### config.mk
export PLATFORM = sky130hd
export DESIGN_NAME = spi_byte_queue
export DESIGN_NICKNAME = d
export VERILOG_FILES = /design/src/rtl/spi_byte_queue.sv
export SDC_FILE = /design/constraint.sdc
export NUM_CORES = 1
export LEC_CHECK = 0
export BUFFER_PORTS_ARGS = -buffer_cell sky130_fd_sc_hd__buf_2
export CAP_MARGIN = 20
export CORE_ASPECT_RATIO = 1.4
export CORE_MARGIN = 2
export CORE_UTILIZATION = 25
export CTS_CLUSTER_SIZE = 10
export DETAILED_ROUTE_END_ITERATION = 12
export HOLD_SLACK_MARGIN = 0.05
export PLACE_DENSITY_LB_ADDON = 0.25
export SYNTH_ARGS = -nofsm -noshare
export SYNTH_HDL_FRONTEND = slang
export SYNTH_SLANG_ARGS = --single-unit
### constraint.sdc
create_clock -name clk -period 7.9 [get_ports clk]
set_input_delay 1.58 -clock clk [delete_from_list [all_inputs] [get_ports clk]]
set_output_delay 1.58 -clock clk [all_outputs]
set_load 0.005 [all_outputs]
### src/rtl/spi_byte_queue.sv
// Host-side byte queue for the spi master: TX FIFO feeds one spi transfer per byte,
// received bytes land in an RX FIFO. Both host sides are valid/ready streams.
module spi_byte_queue #(
    parameter int DEPTH  = 8,
    parameter int ADDR_W = 3
) (
    input  logic              clk,
    input  logic              rst,
    input  logic [7:0]        tx_data,
    input  logic              tx_valid,
    output logic              tx_ready,
    output logic [7:0]        rx_data,
    output logic              rx_valid,
    input  logic              rx_ready,
    output logic [7:0]        spi_data_in,
    output logic              spi_ready_send,
    input  logic              spi_ss,
    input  logic [7:0]        spi_data_out,
    output logic              busy,
    output logic [ADDR_W:0]   tx_count,
    output logic [ADDR_W:0]   rx_count
);

    typedef enum logic [1:0] {
        IDLE  = 2'd0,
        REQ   = 2'd1,
        XFER  = 2'd2,
        STORE = 2'd3
    } state_t;

    localparam logic [ADDR_W:0] FULL_COUNT = (ADDR_W + 1)'(DEPTH);
    localparam logic [ADDR_W:0] PTR_ONE    = (ADDR_W + 1)'(1);

    state_t state, state_next;

    logic [7:0]      tx_mem [DEPTH];
    logic [7:0]      rx_mem [DEPTH];
    logic [ADDR_W:0] tx_wr, tx_rd, rx_wr, rx_rd;
    logic            tx_full, tx_empty, rx_full, rx_empty;
    logic            tx_push, tx_pop, rx_push, rx_pop;

    assign tx_count = tx_wr - tx_rd;
    assign rx_count = rx_wr - rx_rd;
    assign tx_full  = (tx_count == FULL_COUNT);
    assign rx_full  = (rx_count == FULL_COUNT);
    assign tx_empty = (tx_count == '0);
    assign rx_empty = (rx_count == '0);

    // A launch needs a TX byte and guaranteed RX space, so the STORE push never overflows.
    assign tx_pop  = (state == IDLE) && !tx_empty && !rx_full;
    assign tx_push = tx_valid && (!tx_full || tx_pop);
    assign rx_pop  = rx_ready && !rx_empty;
    assign rx_push = (state == STORE) && (!rx_full || rx_pop);

    assign tx_ready       = !tx_full;
    assign rx_valid       = !rx_empty;
    assign rx_data        = rx_mem[rx_rd[ADDR_W-1:0]];
    assign spi_ready_send = (state == REQ);
    assign busy           = (state != IDLE) || !tx_empty;

    always_ff @(posedge clk) begin
        if (tx_push)
            tx_mem[tx_wr[ADDR_W-1:0]] <= tx_data;
    end

    always_ff @(posedge clk or negedge rst) begin
        if (!rst) begin
            tx_wr <= '0;
            tx_rd <= '0;
        end else begin
            if (tx_push)
                tx_wr <= tx_wr + PTR_ONE;
            if (tx_pop)
                tx_rd <= tx_rd + PTR_ONE;
        end
    end

    // RX storage is cleared so the head reads as zero straight out of reset.
    always_ff @(posedge clk or negedge rst) begin
        if (!rst) begin
            rx_wr <= '0;
            rx_rd <= '0;
            for (int i = 0; i < DEPTH; i++)
                rx_mem[i] <= '0;
        end else begin
            if (rx_push) begin
                rx_mem[rx_wr[ADDR_W-1:0]] <= spi_data_out;
                rx_wr <= rx_wr + PTR_ONE;
            end
            if (rx_pop)
                rx_rd <= rx_rd + PTR_ONE;
        end
    end

    always_ff @(posedge clk or negedge rst) begin
        if (!rst) begin
            state       <= IDLE;
            spi_data_in <= '0;
        end else begin
            state <= state_next;
            if (tx_pop)
                spi_data_in <= tx_mem[tx_rd[ADDR_W-1:0]];
        end
    end

    always_comb begin
        state_next = state;
        case (state)
            IDLE:    if (tx_pop)   state_next = REQ;
            REQ:     if (spi_ss)   state_next = XFER;
            XFER:    if (!spi_ss)  state_next = STORE;
            STORE:                 state_next = IDLE;
            default:               state_next = IDLE;
        endcase
    end

endmodule

==> flow_metrics.tcl, run 1 <==
set metrics [dict create \
    crit_required_ps 6320 \
    gr-total-overflow 0 \
    rows 72 \
    cts_buffer_depth 2 \
    worst_slew_pin_slew_ps 1091 \
    critPathCaptureType "output pin" \
    ant_nets 0 \
    cts_setup_buffers 0 \
    clk_pin_slew_ps 60 \
    cp.arrival_ps 3190 \
    first_iter_violations 172 \
    postSynthCellCount 443 \
    startpoint_type "flip-flop" \
    met2_usage 0.1931 \
    core_area_mm2 0.02757 \
    synth-seq-cells 154 \
    cts-buffers-inserted 17 \
    grtUsageMet1 0.1231 \
    wl_um 15020 \
    cts_resized 0 \
    vias_per_cell 4.367 \
    yosys-top-cells-area "dfrtp_1 (32%), edfxtp_1 (27%), mux4_2 (10%), mux2_2 (8.5%), mux2_4 (5.2%)" \
    max-vdd-ir-drop_v 0.0001503 \
    comb_power_share 0.397 \
    avgRoutedWirePerCell_um 16.99 \
    syn_area_per_cell_um2 15.79 \
    io_buffers 48 \
    nets 539 \
    die_w_um 145.4 \
    sw_frac_of_total 0.3352 \
    firstDrtPassIters 4 \
    power.total_mw 3.576 \
    fill_cells 2799 \
    seq_area_frac_synth 0.5967 \
    die_h_um 201.9 \
    status "finished, final reports clean" \
    period_share 0.6039 \
    place_hpwl_um 10260 \
    p_leak_nw 3.368 \
    synth_top_area_share 0.3219 \
    finalSetupViolations 0 \
    track_usage 0.1082 \
    clkPwrFrac 0.225 \
    cts_tree "built" \
    power.density_mw_per_mm2 433.0 \
    gr-usage-met3 0.02709 \
    grt_pass1_wl_um 24430 \
    clock_latency_ps 420 \
    relSlewSlack 0.2730 \
    antenna_found_initial 0 \
    grt_max_degree 73 \
    io_pins 49 \
    synthesis.nets 481 \
    worstRegToRegCells 8 \
    p_seq_frac 0.378 \
    finalHoldViolCount 0 \
    cp_max_fo 20 \
    power_switching_mw 1.199 \
    top_usage_layer "met2" \
    finalSetupTns_ps 0 \
    hold_class "reg -> reg" \
    synth_area_mm2 0.006995 \
    antenna_cells 0 \
    vias 3860 \
    htree_levels 4 \
    synthToLayoutAreaGrowth_pct 18.05 \
    drc 0 \
    hold_buffers 0 \
    place_congestion 0.7128 \
    die_area_mm2 0.02935 \
    cts_sinks 154 \
    start_util 0.2538 \
    rsz0062_at_grt "no" \
    synth_area_leader_cell "dfrtp_1" \
    p_int_mw 2.377 \
    drv_slew 0 \
    cap_violations 0 \
    fin_worst_skew_ps 10.96 \
    synth_cell_types 48 \
    drive_above_1_share 0.3969 \
    yosysWarnings 0 \
    path_class "reg -> out" \
    min_path_cells 1 \
    period_needed_ps 4771 \
    clockRootBuffer "clkbuf_16" \
    clock.fmax_mhz 209.6 \
    grt_pass1_vias 4377 \
]
[logic make-up after synthesis]
logic type	Yosys count	synth area share
multiplexers	109	0.2398
adder cells (fa/ha/maj)	17	0.03255
AO/OA/AOI/OAI	19	0.02218
XOR/XNOR	16	0.02003
AND/OR/NAND/NOR	90	0.06403
buffers and inverters	38	0.02468
flip-flops	154	0.5967
[layout make-up]
cell class / count / area, µm² / share of cell area
timing repair buffer: 58 / 315.3 / 0.03818
tap: 370 / 462.9 / 0.05606
clock inverter: 9 / 85.08 / 0.01030
clock buffer: 23 / 500.5 / 0.06061
sequential: 154 / 4174 / 0.5055
multi-input combinational: 251 / 2649 / 0.3208
inverter: 19 / 71.32 / 0.008636
[cell usage after synthesis, drive strengths merged]
| master | n |
|---|---|
| dfrtp | 90 |
| mux2 | 77 |
| edfxtp | 64 |
| nand2 | 53 |
| mux4 | 32 |
| inv | 17 |
| ha | 15 |
| buf | 11 |
| xnor2 | 9 |
| clkbuf | 8 |
| nand3 | 8 |
| xor2 | 7 |
| nor3 | 5 |
| o211ai | 4 |
| o21ai | 4 |
| and3 | 3 |
| and4 | 3 |
| nor2 | 3 |
| nor4 | 3 |
| or4 | 3 |
| a21o | 2 |
| a21oi | 2 |
| and2 | 2 |
| clkinv | 2 |
| fa | 2 |
| nand3b | 2 |
| a211oi | 1 |
| a21boi | 1 |
| a221o | 1 |
| a31oi | 1 |
| a41o | 1 |
| a41oi | 1 |
| and3b | 1 |
| nand2b | 1 |
| nand4 | 1 |
| nor2b | 1 |
| nor3b | 1 |
| o32a | 1 |
[worst max-delay path, cell delays in order, from the launching register on]
cell and delay (ps):
dfrtp_1 940, inv_1 200, fa_1 450, xor2_1 170
nor3_1 190, a21boi_0 570, nand2_1 100, buf_2 150
[power by group through the flow]
stage / Combinational, mW / Sequential [mW] / Clock, mW
finish: 1.42 / 1.35 / 0.805
global placement: 1.41 / 1.35 / 0
global route: 1.58 / 1.40 / 0.862
CTS: 1.46 / 1.36 / 0.824
detailed placement: 1.45 / 1.37 / 0
floorplan: 1.10 / 1.25 / 0
[path summary, 6_finish.rpt]
path,slack (ps),end,from
worst max-delay path,3130,busy,tx_rd[1]$_DFFE_PN0P_
worst min-delay path,490,tx_rd[3]$_DFFE_PN0P_,tx_rd[3]$_DFFE_PN0P_
worst max register to register,4000,tx_mem[4][2]$_DFFE_PP_,rx_rd[2]$_DFFE_PN0P_
worst min register to register,490,tx_rd[3]$_DFFE_PN0P_,tx_rd[3]$_DFFE_PN0P_
max in group asynchronous,5630,rx_wr[0]$_DFFE_PN0P_,rst
min in group asynchronous,1050,rx_wr[3]$_DFFE_PN0P_,rst
[registers in the layout, indices dropped and copies added (netlist names)]
name / cells
rx_mem: 64
rx_rd: 4
rx_wr: 4
spi_data_in: 8
state: 2
tx_mem: 64
tx_rd: 4
tx_wr: 4
[routing by layer]
metal  vias to the layer above  share of wire
met5                         -              0
met4                         0          0.023
met3                        26          0.030
met2                        65           0.53
met1                      2011           0.42
li1                       1758              -
[metrics by stage]
stage          cells  instance area, µm²  hold WS [ps]  setup WS [ps]  utilization
2_1_floorplan    443                6995         460.4           3918            -
3_3_place_gp     849                7652         473.2           3550       0.2776
3_5_place_dp     852                7672         479.7           3548       0.2783
4_1_cts          884                8258         492.2           3057       0.2996
5_1_grt          884                8258         518.1           2793       0.2996
6_report         884                8258         489.9           3129       0.2996
[placed cells by master, fill, tap and decap left out, types with 9 or more instances in the layout]
cell and n:
dfrtp_1 90, edfxtp_1 64, nand2_1 53, mux2_2 53
buf_2 48, mux4_2 32, mux2_4 24, clkbuf_16 19
inv_1 16, ha_1 15, buf_4 10, xnor2_1 9
No activity file was read; power rests on OpenSTA's default activity.
==> run 2, diff against run 1 <==
ABC_AREA = 1   (was not set)
clock period = 4.45 ns   (was 7.9 ns; I/O delays follow)
==> run 2 against run 1 <==
Sequential share of layout area fell by 1.5 points. Routed wire length rose by 42%. Register-to-register slack got worse by 3100 ps. Global-route usage rose by 3.4 points. Sequential power rose by 64%. Count of clock-buffer cells in the layout fell by 5. Design area rose by 3.1%. Synthesized cell count rose by 81%. Area after synthesis rose by 5.9%. Setup slack got worse by 2400 ps. Via count rose by 48%. Combinational power rose by 100%. Critical endpoint is now tx_ready. Largest power group unchanged.
==> flow_metrics.tcl, run 2 <==
set metrics [dict create \
    critPathCaptureType "output pin" \
    max_stage_delay_ps 640 \
    path_class "reg -> out" \
    cts_sinks 154 \
    crit_required_ps 3560 \
    worst_slew_pin_slew_ps 982.0 \
    place_inst 1192 \
    synth_edf_count 64 \
    synthToLayoutAreaGrowth_pct 14.91 \
    crit_chain "inv_1 > fa_1 > or2_0 > nor2_1 > inv_1 > nor2_1 > inv_1 > buf_2" \
    placed_area_mm2 0.007919 \
    relSlewSlack 0.3446 \
    startpoint_type "flip-flop" \
    gr-total-overflow 0 \
    period_needed_ps 3738 \
    synthesis.nets 840 \
    grt_pass1_vias 5865 \
    start_util 0.2541 \
    clock.fmax_mhz 267.5 \
    critPathTopFamily "flip-flops" \
    final_common_cell "nand2_1" \
    first_iter_violations 370 \
    status "finished, final reports clean" \
    place_congestion 0.8514 \
    r2r_setup_slack_ps 940 \
    htree_levels 4 \
    synth_top_area_share 0.3040 \
    cp_num_buf_inv 4 \
    power.density_mw_per_mm2 773.8 \
    avgRoutedWirePerCell_um 17.41 \
    cp.arrival_ps 2850 \
    antenna_found_initial 0 \
    netlist_top_cells_count "nand2_1 (208), nor2_1 (108), dfrtp_1 (90)" \
    die_w_um 149.5 \
    final_area_mm2 0.008514 \
    p_leak_nw 3.766 \
    fin_worst_skew_ps 12.52 \
    yosys-top-cells-area "dfrtp_1 (30%), edfxtp_1 (26%), nand2_1 (11%), nor2_1 (5.5%), nand4_1 (5.4%)" \
    cts-buffers-inserted 17 \
    clock_latency_ps 430 \
    grt_max_degree 51 \
    fill_cells 3104 \
    synth-seq-cells 154 \
    vias 5700 \
    core_area_mm2 0.02917 \
    clockRootBuffer "clkbuf_16" \
    cts_resized 0 \
    layout.cells.non_filler 1224 \
    crit_path_frequent_cell "inv_1" \
    drive_above_1_share 0.1256 \
    max-vdd-ir-drop_v 0.0002701 \
    wl_um 21310 \
    finalSetupViolations 0 \
    cts_buffer_depth 2 \
    vias_per_cell 4.657 \
    route.met3.wl_um 710 \
    power.total_mw 6.588 \
    finalSetupTns_ps 0 \
    track_usage 0.1417 \
    async_flop_share 0.5844 \
    cts_setup_buffers 0 \
    drc 0 \
    synth_area_mm2 0.007410 \
    hold_buffers 0 \
    yosysWarnings 0 \
    place_hpwl_um 14530 \
    period_share 0.8400 \
    drv_slew 0 \
    postSynthCellCount 802 \
    highest_layer "met4" \
    firstDrtPassIters 5 \
    rsz0062_at_grt "no" \
    io_buffers 48 \
    finalHoldViolCount 0 \
    yosysMostFrequentCell "nand2_1" \
    cp_max_fo 19 \
    seq_area_frac_synth 0.5633 \
    final_cell_mix "nand2_1 (208), nor2_1 (108), dfrtp_1 (90), o21ai_0 (65)" \
    grt_pass1_wl_um 33330 \
    hold_class "in -> async" \
    syn_area_per_cell_um2 9.239 \
    rows 74 \
    io_pins 49 \
    cap_violations 0 \
    critPathSlowestCell "dfrtp_1" \
    nets 869 \
    final_core_util 0.2919 \
    die_h_um 207.7 \
    die_area_mm2 0.03105 \
    ant_nets 0 \
    cts_tree "built" \
    synth_cell_types 40 \
    synth_area_leader_cell "dfrtp_1" \
    met1_length_um 8564 \
    antenna_cells 0 \
    clk_pin_slew_ps 70 \
    ys.flop_type "dfrtp_1" \
    wl_met2_um 11310 \
]
[run 2: cell type report]
type	instances	area, µm²	share of cell area
clock buffers	18	439.2	0.05158
clock inverters	14	156.4	0.01837
inverters	39	148.9	0.01749
multi-input cells	562	2810	0.3301
flip-flops and latches	154	4174	0.4902
well taps	380	475.5	0.05584
repair buffers	57	310.3	0.03644
[run 2: routing by layer]
| metal | vias to the layer above | GRT usage |
|---|---|---|
| met5 | - | 0 |
| met4 | 0 | 0.06273 |
| met3 | 42 | 0.03099 |
| met2 | 130 | 0.2515 |
| met1 | 2737 | 0.1609 |
| li1 | 2791 | - |
[run 2: logic make-up (layout without fill, tap and decap cells)]
| kind of cell | Yosys count | after routing | share of synthesized area |
|---|---|---|---|
| buffers and inverters | 86 | 128 | 0.05775 |
| muxes | 1 | 1 | 0.001351 |
| AOI/OAI and AO/OA | 111 | 111 | 0.08088 |
| DFF | 154 | 154 | 0.5633 |
| adders and majority gates | 17 | 17 | 0.03073 |
| xor gates and xnor gates | 12 | 12 | 0.01419 |
| and+or+nand+nor | 421 | 421 | 0.2518 |
[run 2: worst paths after layout]
kind | start | endpoint | depth (start not counted)
worst max-delay path | tx_rd[1]$_DFFE_PN0P_ | tx_ready | 8
worst min-delay path | rst | rx_mem[46]$_DFFE_PN0P_ | 1
worst max register to register | tx_rd[1]$_DFFE_PN0P_ | tx_mem[6][4]$_DFFE_PP_ | 9
worst min register to register | rx_mem[54]$_DFFE_PN0P_ | rx_mem[54]$_DFFE_PN0P_ | 2
max in group asynchronous | rst | rx_mem[63]$_DFFE_PN0P_ | 2
min in group clk | rx_mem[54]$_DFFE_PN0P_ | rx_mem[54]$_DFFE_PN0P_ | 2
[run 2: per-stage QoR]
stage,hold slack [ps],worst slack (ps)
2_1_floorplan,436.6,1701
3_3_place_gp,448.4,980.6
3_5_place_dp,453.0,888.4
4_1_cts,397.9,618.3
5_1_grt,415.8,452.6
6_report,405.9,711.8
[run 2: worst reg2reg max path, delay by kind of cell, from the launching register on]
family,cells,cell delay (ps)
AND/OR/NAND/NOR,7,1520
flip-flops,1,640
adder cells (fa/ha/maj),1,610
buffers and inverters,1,380
[run 2: power by group]
part / internal, mW / switching, mW / total (mW)
registers: 1.93 / 0.289 / 2.22
logic: 0.956 / 1.93 / 2.88
clock network: 0.855 / 0.629 / 1.48
total: 3.74 / 2.85 / 6.59
